$ cat config.mk
export PLATFORM = sky130hd
export DESIGN_NAME = pipe_mem_wb
export DESIGN_NICKNAME = d
export VERILOG_FILES = /design/src/rtl/pipe_pkg.sv /design/src/rtl/pipe_retire_cnt.sv /design/src/rtl/pipe_mem_wb.sv
export SDC_FILE = /design/constraint.sdc
export NUM_CORES = 1
export LEC_CHECK = 0
export CORE_MARGIN = 2
export CORE_UTILIZATION = 48
export DETAILED_ROUTE_END_ITERATION = 8
export MAX_ROUTING_LAYER = met4
export PLACE_DENSITY = 0.85
export SLEW_MARGIN = 20
export SYNTH_ARGS = -nofsm -noshare
export SYNTH_HDL_FRONTEND = slang
export SYNTH_SLANG_ARGS = --single-unit
$ cat constraint.sdc
create_clock -name in_clk -period 2.3 [get_ports in_clk]
set_clock_uncertainty 0.05 [all_clocks]
set_input_delay 0.345 -clock in_clk [delete_from_list [all_inputs] [get_ports in_clk]]
set_output_delay 0.345 -clock in_clk [all_outputs]
set_load 0.005 [all_outputs]
$ cat src/rtl/pipe_pkg.sv
// Shared pipeline package: datapath widths, writeback-select codes and
// the MEM/WB inter-stage bundle.
package pipe_pkg;

  localparam int DATA_W     = 32;
  localparam int REG_ADDR_W = 5;

  localparam logic RD_SEL_ALU = 1'b0;
  localparam logic RD_SEL_MEM = 1'b1;

  typedef struct packed {
    logic                  valid;
    logic [REG_ADDR_W-1:0] rd_waddr;
    logic                  rd_sel;
    logic                  rd_wena;
    logic [DATA_W-1:0]     alu_result;
    logic [DATA_W-1:0]     dmem_data;
  } mem_wb_t;

endpackage

$ cat src/rtl/pipe_retire_cnt.sv
// Free-running retired-instruction counter, wraps at 2^32.
// Built only when PIPE_MEM_WB_RETIRE_CNT_EN is defined.
module pipe_retire_cnt (
  input  logic        clk,
  input  logic        rst_n,
  input  logic        inc,
  output logic [31:0] cnt
);

  logic [31:0] cnt_q;

  always_ff @(posedge clk or negedge rst_n) begin
    if (!rst_n) begin
      cnt_q <= '0;
    end else if (inc) begin
      cnt_q <= cnt_q + 32'd1;
    end
  end

  assign cnt = cnt_q;

endmodule

$ cat src/rtl/pipe_mem_wb.sv
// MEM/WB pipeline register and writeback mux.
// Optional retire counter: define PIPE_MEM_WB_RETIRE_CNT_EN.
module pipe_mem_wb #(
  parameter int DATA_W     = pipe_pkg::DATA_W,
  parameter int REG_ADDR_W = pipe_pkg::REG_ADDR_W
) (
  input  logic                  in_clk,
  input  logic                  in_rst_n,
  input  logic                  in_valid,
  input  logic                  in_stall,
  input  logic                  in_flush,
  input  logic [REG_ADDR_W-1:0] in_rd_waddr,
  input  logic                  in_rd_sel,
  input  logic                  in_rd_wena,
  input  logic [DATA_W-1:0]     in_alu_result,
  input  logic [DATA_W-1:0]     in_dmem_data,
  output logic                  out_valid,
  output logic                  out_rf_wena,
  output logic [REG_ADDR_W-1:0] out_rf_waddr,
  output logic [DATA_W-1:0]     out_rf_wdata
`ifdef PIPE_MEM_WB_RETIRE_CNT_EN
  ,
  output logic [31:0]           out_retired_cnt
`endif
);

  import pipe_pkg::*;

  mem_wb_t q;
  mem_wb_t d;

  // Flush only kills the control bits; data may stay stale.
  always_comb begin
    d = q;
    if (in_flush) begin
      d.valid   = 1'b0;
      d.rd_wena = 1'b0;
    end else if (!in_stall) begin
      d.valid      = in_valid;
      d.rd_waddr   = in_rd_waddr;
      d.rd_sel     = in_rd_sel;
      d.rd_wena    = in_rd_wena;
      d.alu_result = in_alu_result;
      d.dmem_data  = in_dmem_data;
    end
  end

  always_ff @(posedge in_clk or negedge in_rst_n) begin
    if (!in_rst_n) begin
      q <= '0;
    end else begin
      q <= d;
    end
  end

  assign out_valid    = q.valid;
  assign out_rf_wena  = q.valid & q.rd_wena & (q.rd_waddr != '0);
  assign out_rf_waddr = q.rd_waddr;
  assign out_rf_wdata = (q.rd_sel == RD_SEL_MEM) ? q.dmem_data
                                                 : q.alu_result;

`ifdef PIPE_MEM_WB_RETIRE_CNT_EN
  // The WB instruction leaves the stage on advance or flush.
  pipe_retire_cnt u_retire_cnt (
    .clk   (in_clk),
    .rst_n (in_rst_n),
    .inc   (q.valid & (~in_stall | in_flush)),
    .cnt   (out_retired_cnt)
  );
`endif

endmodule

==> results of run 1 <==
report_power, final:
group          internal, mW  switching, mW  leakage [nW]
sequential             1.45         0.0947         0.848
combinational         0.628          0.259         0.912
clock                 0.663          0.438         0.112
through the flow:
stage / total power [mW] / util, %
after floorplan: 1.97 / -
after global placement: 2.43 / 68.0
after detailed placement: 2.46 / 68.0
after CTS: 3.59 / 71.6
after global routing: 3.72 / 71.6
final: 3.53 / 71.6
path summary, 6_finish.rpt:
kind / to / slack [ns] / cells past startpoint
worst max-delay path: out_rf_wena / 0.06 / 3
worst min register to register: q[53] / 0.45 / 1
min in group asynchronous: out_valid / 0.50 / 3
worst min-delay path: q[53] / 0.45 / 1
worst max register to register: q[65] / 1.25 / 2
max in group asynchronous: q[52] / 1.37 / 3
routing by layer:
layer	track usage, %	share of wire (%)	wire length (um)
met5	-	0	0
met4	7.94	1.7	106
met3	4.86	6.7	430
met2	29.8	49	3110
met1	25.1	43	2740
critical path, stage by stage, from the launching register on:
cell and delay (ns):
dfrtp_1 0.40, or3_1 0.38, o311a_1 0.29, clkdlybuf4s50_1 0.44
area by class of cell:
type,count,area (sq um)
Fill cell,446,1800
Sequential cell,72,1800
Multi-Input combinational cell,109,1230
Timing Repair Buffer,119,1200
Clock buffer,12,155
Tap cell,77,96.3
Clock inverter,3,65.1
cell families after synthesis:
family | after synthesis | synth area share, %
muxes | 104 | 37.6
DFF | 72 | 56.9
AOI/OAI and AO/OA | 1 | 0.316
and+or+nand+nor | 4 | 0.791
buffers and inverters | 16 | 4.31
sequential cells by signal, summed over array words and instances (netlist names):
| register | count |
|---|---|
| out_rf_waddr | 5 |
| out_valid | 1 |
| q | 66 |
cells in the final DEF, fill, tap and decap left out:
| cell | instances |
|---|---|
| nor2_1 | 2 |
| clkinv_2 | 1 |
| dfrtp_1 | 72 |
| mux2_2 | 96 |
| clkdlybuf4s50_1 | 113 |
| mux2i_1 | 2 |
| nor2_4 | 1 |
| dlygate4sd3_1 | 1 |
| clkbuf_1 | 1 |
| buf_4 | 2 |
| mux2_4 | 6 |
| or3_1 | 1 |
| bufinv_16 | 2 |
| buf_2 | 1 |
| clkbuf_8 | 11 |
| buf_12 | 2 |
| o311a_1 | 1 |
==> impl_metrics.env, run 1 <==
export IMPL_fp_dieH_um=85.2
export IMPL_grt_first_pass_wirelength_um=10600
export IMPL_async_flop_share_pct=100
export IMPL_drt_iter0_markers=69
export IMPL_critPathKind="reg -> out"
export IMPL_min_period_ns=2.24
export IMPL_final_setup_viol_count=0
export IMPL_crit_arrival_ns=1.85
export IMPL_fp_row_count=29
export IMPL_ys_seq_elements=72
export IMPL_yosys_area_top_type="dfrtp_1"
export IMPL_fin_tns_setup_ns=0
export IMPL_rsz0062_at_grt="no"
export IMPL_fin_crit_sh_pct=97.4
export IMPL_gp_congestion=0.821
export IMPL_htree_num_levels=3
export IMPL_die_w_um=85.2
export IMPL_leakage_nw=1.87
export IMPL_cp_required_ns=1.90
export IMPL_synth_common_cells="96 x mux2_2, 72 x dfrtp_1, 7 x buf_6"
export IMPL_antenna_found_initial=0
export IMPL_drc_errors=0
export IMPL_antenna_cells=0
export IMPL_clkSlewWorstSetupHoldPaths_ns=0.07
export IMPL_dp_hpwl_um=4330
export IMPL_fin_area_sq_um=4550
export IMPL_hold_slack_ns=0.453
export IMPL_clock_sinks=72
export IMPL_vias=1968
export IMPL_io_buffers=114
export IMPL_cap_violations=0
export IMPL_synth_area_top_cells="dfrtp_1 57%, mux2_2 34%, mux2_4 2.8%"
export IMPL_postCtsHoldBufs=1
export IMPL_final_hold_viol_count=0
export IMPL_ys_seq_area_share_pct=56.9
export IMPL_synth_edf_count=0
export IMPL_stdcell_count=392
export IMPL_netlist_instances=197
export IMPL_place_ws_ns=0.355
export IMPL_syn_area_sq_um=3160
export IMPL_syn_nets=273
export IMPL_crit_path_end_kind="primary output"
export IMPL_relSlewSlack_pct=72.2
export IMPL_totalWireLength_um=6390
export IMPL_dp_cells=376
export IMPL_worst_pin_slew_ns=0.417
export IMPL_first_pass_iters=4
export IMPL_post_cts_buffers=0
export IMPL_grt_max_degree=73
export IMPL_wl_per_cell_um=16.3
export IMPL_start_kind="register"
export IMPL_initial_core_util_pct=49.8
export IMPL_insertion_delay_ns=0.33
export IMPL_min_path_type="reg -> reg"
export IMPL_post_synth_top_count_cell="mux2_2"
export IMPL_ys_types=11
export IMPL_max_freq_ghz=0.446
export IMPL_grt_overflow=0
export IMPL_tritoncts="built"
export IMPL_via_per_inst=5.02
export IMPL_grt_pass1_vias=2168
export IMPL_p_per_area_nw_per_um2=777
export IMPL_synth_top_flop_cell="dfrtp_1"
export IMPL_postPlaceCellArea_sq_um=4320
export IMPL_worstPathMaxFanout=3
export IMPL_cts_root_buffer="clkbuf_8"
export IMPL_drive_gt1_share_pct=38.7
export IMPL_track_usage_pct=19.5
export IMPL_ant_nets=0
export IMPL_syn_to_final_growth_pct=43.7
export IMPL_worstReg2RegStart="q[65]"
export IMPL_core_area_sq_um=6350
export IMPL_die_area_sq_um=7260
export IMPL_irDropWorstVdd_v=0.000451
export IMPL_maxSlewViolCount=0
export IMPL_io_pins=115
export IMPL_worstHoldStart="q[53]"
export IMPL_status="finished, final reports clean"
export IMPL_cts_resized=0
export IMPL_setup_slack_ns=0.0590
export IMPL_final_nets=387
export IMPL_synth_top_cell_area_share_pct=56.9
export IMPL_cts_buffers=9
export IMPL_crit_start="out_rf_waddr[1]"
export IMPL_avgSynthCellArea_sq_um=16.1
export IMPL_yosysWarningCount=0
export IMPL_clockBufferDepth=2
Note: power is estimated with default switching activity, not from simulation.
==> inputs of run 2 (changes only) <==
Settings changed: ABC_AREA set to 1.
==> impl_metrics.env, run 2 <==
export IMPL_final_setup_viol_count=0
export IMPL_start_kind="register"
export IMPL_min_period_ns=2.14
export IMPL_leakage_nw=2.15
export IMPL_grt_pass1_vias=2718
export IMPL_async_flop_share_pct=100
export IMPL_grt_first_pass_wirelength_um=12000
export IMPL_ys_seq_elements=72
export IMPL_syn_nets=464
export IMPL_cts_buffers=9
export IMPL_avgSynthCellArea_sq_um=8.14
export IMPL_final_nets=571
export IMPL_cp_required_ns=1.90
export IMPL_final_hold_viol_count=0
export IMPL_die_area_sq_um=7240
export IMPL_ys_seq_area_share_pct=57.1
export IMPL_post_synth_top_count_cell="nand2_1"
export IMPL_fp_row_count=29
export IMPL_yosysWarningCount=0
export IMPL_fin_tns_setup_ns=0
export IMPL_rsz0062_at_grt="no"
export IMPL_clockBufferDepth=2
export IMPL_synth_top_cell_area_share_pct=57.1
export IMPL_relSlewSlack_pct=57.6
export IMPL_synth_top_flop_cell="dfrtp_1"
export IMPL_clkSlewWorstSetupHoldPaths_ns=0.07
export IMPL_syn_area_sq_um=3160
export IMPL_synth_edf_count=0
export IMPL_largest_register_ffs=66
export IMPL_htree_num_levels=3
export IMPL_io_buffers=114
export IMPL_die_w_um=85.1
export IMPL_drc_errors=0
export IMPL_status="finished, final reports clean"
export IMPL_largest_register="q"
export IMPL_crit_start="q[65]"
export IMPL_io_pins=115
export IMPL_antenna_found_initial=0
export IMPL_synth_common_cells="182 x nand2_1, 72 x dfrtp_1, 57 x o21ai_0"
export IMPL_grt_max_degree=73
export IMPL_drive_gt1_share_pct=5.00
export IMPL_crit_arrival_ns=1.74
export IMPL_initial_core_util_pct=49.7
export IMPL_clock_sinks=72
export IMPL_via_per_inst=4.74
export IMPL_max_freq_ghz=0.468
export IMPL_setup_slack_ns=0.161
export IMPL_max_stage_delay_ns=0.54
export IMPL_gp_congestion=0.799
export IMPL_fin_crit_sh_pct=93.0
export IMPL_drt_iter0_markers=166
export IMPL_ys_types=13
export IMPL_vias=2733
export IMPL_fill_cells=515
export IMPL_maxSlewViolCount=0
export IMPL_ff2ff_setup_slack_ns=1.32
export IMPL_wl_per_cell_um=12.5
export IMPL_worstPathMaxFanout=37
export IMPL_critPathKind="reg -> out"
export IMPL_crit_chain="buf_12, o21ai_0, clkdlybuf4s50_1"
export IMPL_fp_dieH_um=85.1
export IMPL_place_ws_ns=0.386
export IMPL_ant_nets=0
export IMPL_yosys_area_top_type="dfrtp_1"
export IMPL_irDropWorstVdd_v=0.000380
export IMPL_synth_area_top_cells="dfrtp_1 57%, nand2_1 22%, o21ai_0 9.0%"
export IMPL_min_path_type="reg -> reg"
export IMPL_r2r_cells=3
export IMPL_critPathBufInv=2
export IMPL_p_per_area_nw_per_um2=683
export IMPL_crit_path_end_kind="primary output"
export IMPL_worst_pin_slew_ns=0.636
export IMPL_track_usage_pct=21.5
export IMPL_first_pass_iters=6
export IMPL_insertion_delay_ns=0.32
export IMPL_path_depth=3
export IMPL_core_area_sq_um=6350
export IMPL_endpoint="out_rf_wdata[20]"
export IMPL_tritoncts="built"
export IMPL_syn_to_final_growth_pct=42.0
export IMPL_slowest_stage="clkdlybuf4s50_1"
export IMPL_worstReg2RegStart="q[65]"
export IMPL_cap_violations=0
export IMPL_netlist_instances=388
export IMPL_final_common_cell="nand2_1"
export IMPL_grt_overflow=0
export IMPL_dp_hpwl_um=5010
export IMPL_worst_r2r_endpoint="q[65]"
export IMPL_antenna_cells=0
export IMPL_cts_root_buffer="clkbuf_8"
export IMPL_path_delay_family="buffers and inverters"
export IMPL_mostFrequentLayoutCells="182 x nand2_1, 113 x clkdlybuf4s50_1, 71 x dfrtp_1, 56 x o21ai_0, 36 x inv_1"
export IMPL_totalWireLength_um=7240
==> run 2: kinds of logic (layout without fill, tap and decap cells) <==
kind of cell / Yosys count / after routing / share of synthesized area, %
compound gates: 65 / 65 / 10.3
simple gates: 188 / 188 / 22.7
flops: 72 / 72 / 57.1
buf+inv: 63 / 175 / 9.94
==> run 2: cell type report <==
| class | instances | area, sq um | share of cell area [%] |
|---|---|---|---|
| Timing Repair Buffer | 122 | 1240 | 27.6 |
| Multi-Input combinational cell | 253 | 1040 | 23.2 |
| Clock inverter | 4 | 20.0 | 0.446 |
| Clock buffer | 12 | 145 | 3.24 |
| Sequential cell | 72 | 1800 | 40.2 |
| Inverter | 37 | 139 | 3.10 |
| Tap cell | 77 | 96.3 | 2.15 |
==> run 2: worst reg2reg max path: stages (launching register included) <==
cell and delay, ns:
dfrtp_2 0.49, buf_12 0.20, nand2_1 0.07, nand2_1 0.06
==> run 2: worst min path at each step <==
stage | startpoint | to | slack, ns | cells after the start
after global placement | in_rst_n | q[24] | 0.35 | 1
after detailed placement | in_rst_n | q[24] | 0.35 | 1
after floorplan | in_rst_n | out_rf_waddr[0] | -0.0006 | 0
after global routing | q[16] | q[16] | 0.45 | 2
after CTS | q[12] | q[12] | 0.43 | 2
final | q[12] | q[12] | 0.42 | 2
==> run 2: stage by stage <==
stage	cell area [sq um]	cells	power, mW	util, %	hold WS (ns)
final	4480	577	3.06	70.6	0.422
after global routing	4480	577	3.25	70.6	0.449
after CTS	4470	575	3.09	70.4	0.427
after detailed placement	4290	558	2.24	67.6	0.348
after global placement	4290	558	2.22	67.6	0.354
after floorplan	3160	388	1.81	-	-0.000591
==> run 2: per-layer routing <==
layer	global-route usage, %	wire [um]	vias up
li1	-	-	1395
met1	26.9	3250	1249
met2	34.4	3520	77
met3	4.38	342	12
met4	8.51	122	0
met5	-	0	-
==> run 2: where the power goes <==
part / switching (mW) / internal, mW
Sequential: 0.0759 / 1.42
Combinational: 0.305 / 0.419
Clock: 0.426 / 0.415
==> run 2: timing repair <==
action | in CTS | in global routing
hold endpoints to repair | 14 | 0
hold buffers | 1 | 0
setup endpoints to repair | 0 | 2
gates resized for setup | 0 | 1
buffers inserted | 0 | 2
==> inputs of run 3 (changes only) <==
Settings changed: GPL_TIMING_DRIVEN set to 0.
==> impl_metrics.env, run 3 (synthesis results as in run 2) <==
export IMPL_antenna_found_initial=0
export IMPL_drt_iter0_markers=156
export IMPL_irDropWorstVdd_v=0.000507
export IMPL_fp_row_count=29
export IMPL_htree_num_levels=3
export IMPL_p_per_area_nw_per_um2=720
export IMPL_die_area_sq_um=7240
export IMPL_worst_pin_slew_ns=0.446
export IMPL_track_usage_pct=24.1
export IMPL_power_frac_comb_pct=23.3
export IMPL_fill_cells=501
export IMPL_power_switching_fraction_pct=25.8
export IMPL_relSlewSlack_pct=70.3
export IMPL_clock_sinks=72
export IMPL_crit_arrival_ns=1.82
export IMPL_grt_first_pass_wirelength_um=13300
export IMPL_max_stage_delay_ns=0.55
export IMPL_power_switching_uw=864
export IMPL_p_int_mw=2.48
export IMPL_drc_errors=0
export IMPL_power_frac_clock_pct=32.2
export IMPL_via_per_inst=4.86
export IMPL_largest_register="q"
export IMPL_cts_buffers=9
export IMPL_io_pins=115
export IMPL_crit_path_end_kind="primary output"
export IMPL_max_freq_ghz=0.451
export IMPL_cap_violations=0
export IMPL_critPathKind="reg -> out"
export IMPL_final_setup_viol_count=0
export IMPL_clkSlewWorstSetupHoldPaths_ns=0.08
export IMPL_clockBufferDepth=2
export IMPL_leakage_nw=2.26
export IMPL_critPathBufInv=3
export IMPL_first_pass_iters=4
export IMPL_antenna_cells=0
export IMPL_grt_max_degree=43
export IMPL_min_path_type="reg -> reg"
export IMPL_cp_required_ns=1.90
export IMPL_crit_chain="buf_2, clkbuf_4, nand2_1, o21ai_0, clkdlybuf4s50_1"
export IMPL_drive_gt1_share_pct=8.08
export IMPL_die_w_um=85.1
export IMPL_final_util_pct=73.2
export IMPL_syn_to_final_growth_pct=47.2
export IMPL_final_common_cell="nand2_1"
export IMPL_insertion_delay_ns=0.34
export IMPL_status="finished, final reports clean"
export IMPL_core_area_sq_um=6350
export IMPL_tritoncts="built"
export IMPL_grt_overflow=0
export IMPL_seq_power_share_pct=44.6
export IMPL_mostFrequentLayoutCells="182 x nand2_1, 113 x clkdlybuf4s50_1, 72 x dfrtp_1, 52 x o21ai_0, 36 x inv_1"
export IMPL_largest_register_ffs=66
export IMPL_io_buffers=114
export IMPL_maxSlewViolCount=0
export IMPL_worstPathMaxFanout=10
export IMPL_slowest_stage="clkdlybuf4s50_1"
export IMPL_gp_congestion=0.856
export IMPL_post_cts_buffers=0
export IMPL_fin_crit_sh_pct=96.5
export IMPL_rsz0062_at_grt="no"
export IMPL_final_hold_viol_count=0
export IMPL_initial_core_util_pct=49.7
export IMPL_dp_hpwl_um=5790
export IMPL_start_kind="register"
export IMPL_ant_nets=0
export IMPL_dp_cells=580
export IMPL_wl_per_cell_um=13.5
export IMPL_grt_pass1_vias=2968
export IMPL_cts_root_buffer="clkbuf_8"
export IMPL_min_period_ns=2.22
export IMPL_fp_dieH_um=85.1
export IMPL_vias=2900
export IMPL_stdcell_count=597
export IMPL_totalWireLength_um=8060
export IMPL_path_delay_family="buffers and inverters"
export IMPL_final_nets=591
run 3: changes by cell type in the layout (fill, tap and decap cells not counted), sizes merged:
cell    before  now
buf          8   24
clkbuf      12   18
clkinv       4    1
bufinv       0    1
run 3: final timing paths:
kind | start | to | slack (ns) | cells after the start
max | q[65] | out_rf_wdata[24] | 0.08 | 5
min | q[14] | q[14] | 0.42 | 2
max reg2reg | q[65] | q[65] | 1.29 | 4
min reg2reg | q[14] | q[14] | 0.42 | 2
max in group asynchronous | in_rst_n | q[12] | 1.20 | 3
min in group asynchronous | in_rst_n | q[24] | 0.45 | 2
run 3: power by group through the flow:
stage | combinational (mW) | clock [mW] | sequential [mW]
finish | 0.779 | 1.08 | 1.49
global route | 0.861 | 1.15 | 1.51
CTS | 0.780 | 1.08 | 1.49
detailed placement | 0.771 | 0 | 1.51
global placement | 0.752 | 0 | 1.51
floorplan | 0.313 | 0 | 1.50
run 3: stage by stage:
| step | worst slack [ns] | setup TNS (ns) | power (mW) | hold WS [ns] | area, sq um |
|---|---|---|---|---|---|
| 2_1_floorplan | 1.04 | 0 | 1.81 | -0.000591 | 3160 |
| 3_3_place_gp | -1.56 | -111.98 | 2.26 | 0.403 | 4400 |
| 3_5_place_dp | 0.335 | 0 | 2.28 | 0.254 | 4410 |
| 4_1_cts | 0.00592 | 0 | 3.35 | 0.427 | 4640 |
| 5_1_grt | 0.00567 | 0 | 3.52 | 0.445 | 4650 |
| 6_report | 0.0807 | 0 | 3.35 | 0.424 | 4650 |
run 3: final cells by class:
| class | instances | area [sq um] | area share (%) |
|---|---|---|---|
| clock buffers | 14 | 183 | 3.93 |
| well taps | 77 | 96.3 | 2.07 |
| inverters | 37 | 139 | 2.99 |
| flip-flops and latches | 72 | 1800 | 38.8 |
| plain buffers | 26 | 184 | 3.96 |
| clock inverters | 2 | 35.0 | 0.753 |
| multi-input cells | 253 | 1040 | 22.4 |
| repair buffers | 116 | 1170 | 25.1 |
run 3: repair_timing:
action                     4_1_cts  5_1_grt
setup endpoints to repair        1       17
hold endpoints to repair        30        0
gates resized for setup          1       12
hold buffers                     1        0
run 3: worst reg2reg max path: cells and delay by family (launching register included):
kind | cells | cell delay (ns)
simple gates | 2 | 0.12
buf+inv | 2 | 0.36
flops | 1 | 0.38
run 3: layer usage:
layer  track usage (%)  vias to the layer above  share of wire, %
li1                  -                     1434                 -
met1              29.8                     1356                43
met2              39.0                       91                49
met3              4.18                       19               5.7
met4              10.7                        0               2.3
met5                 -                        -                 0
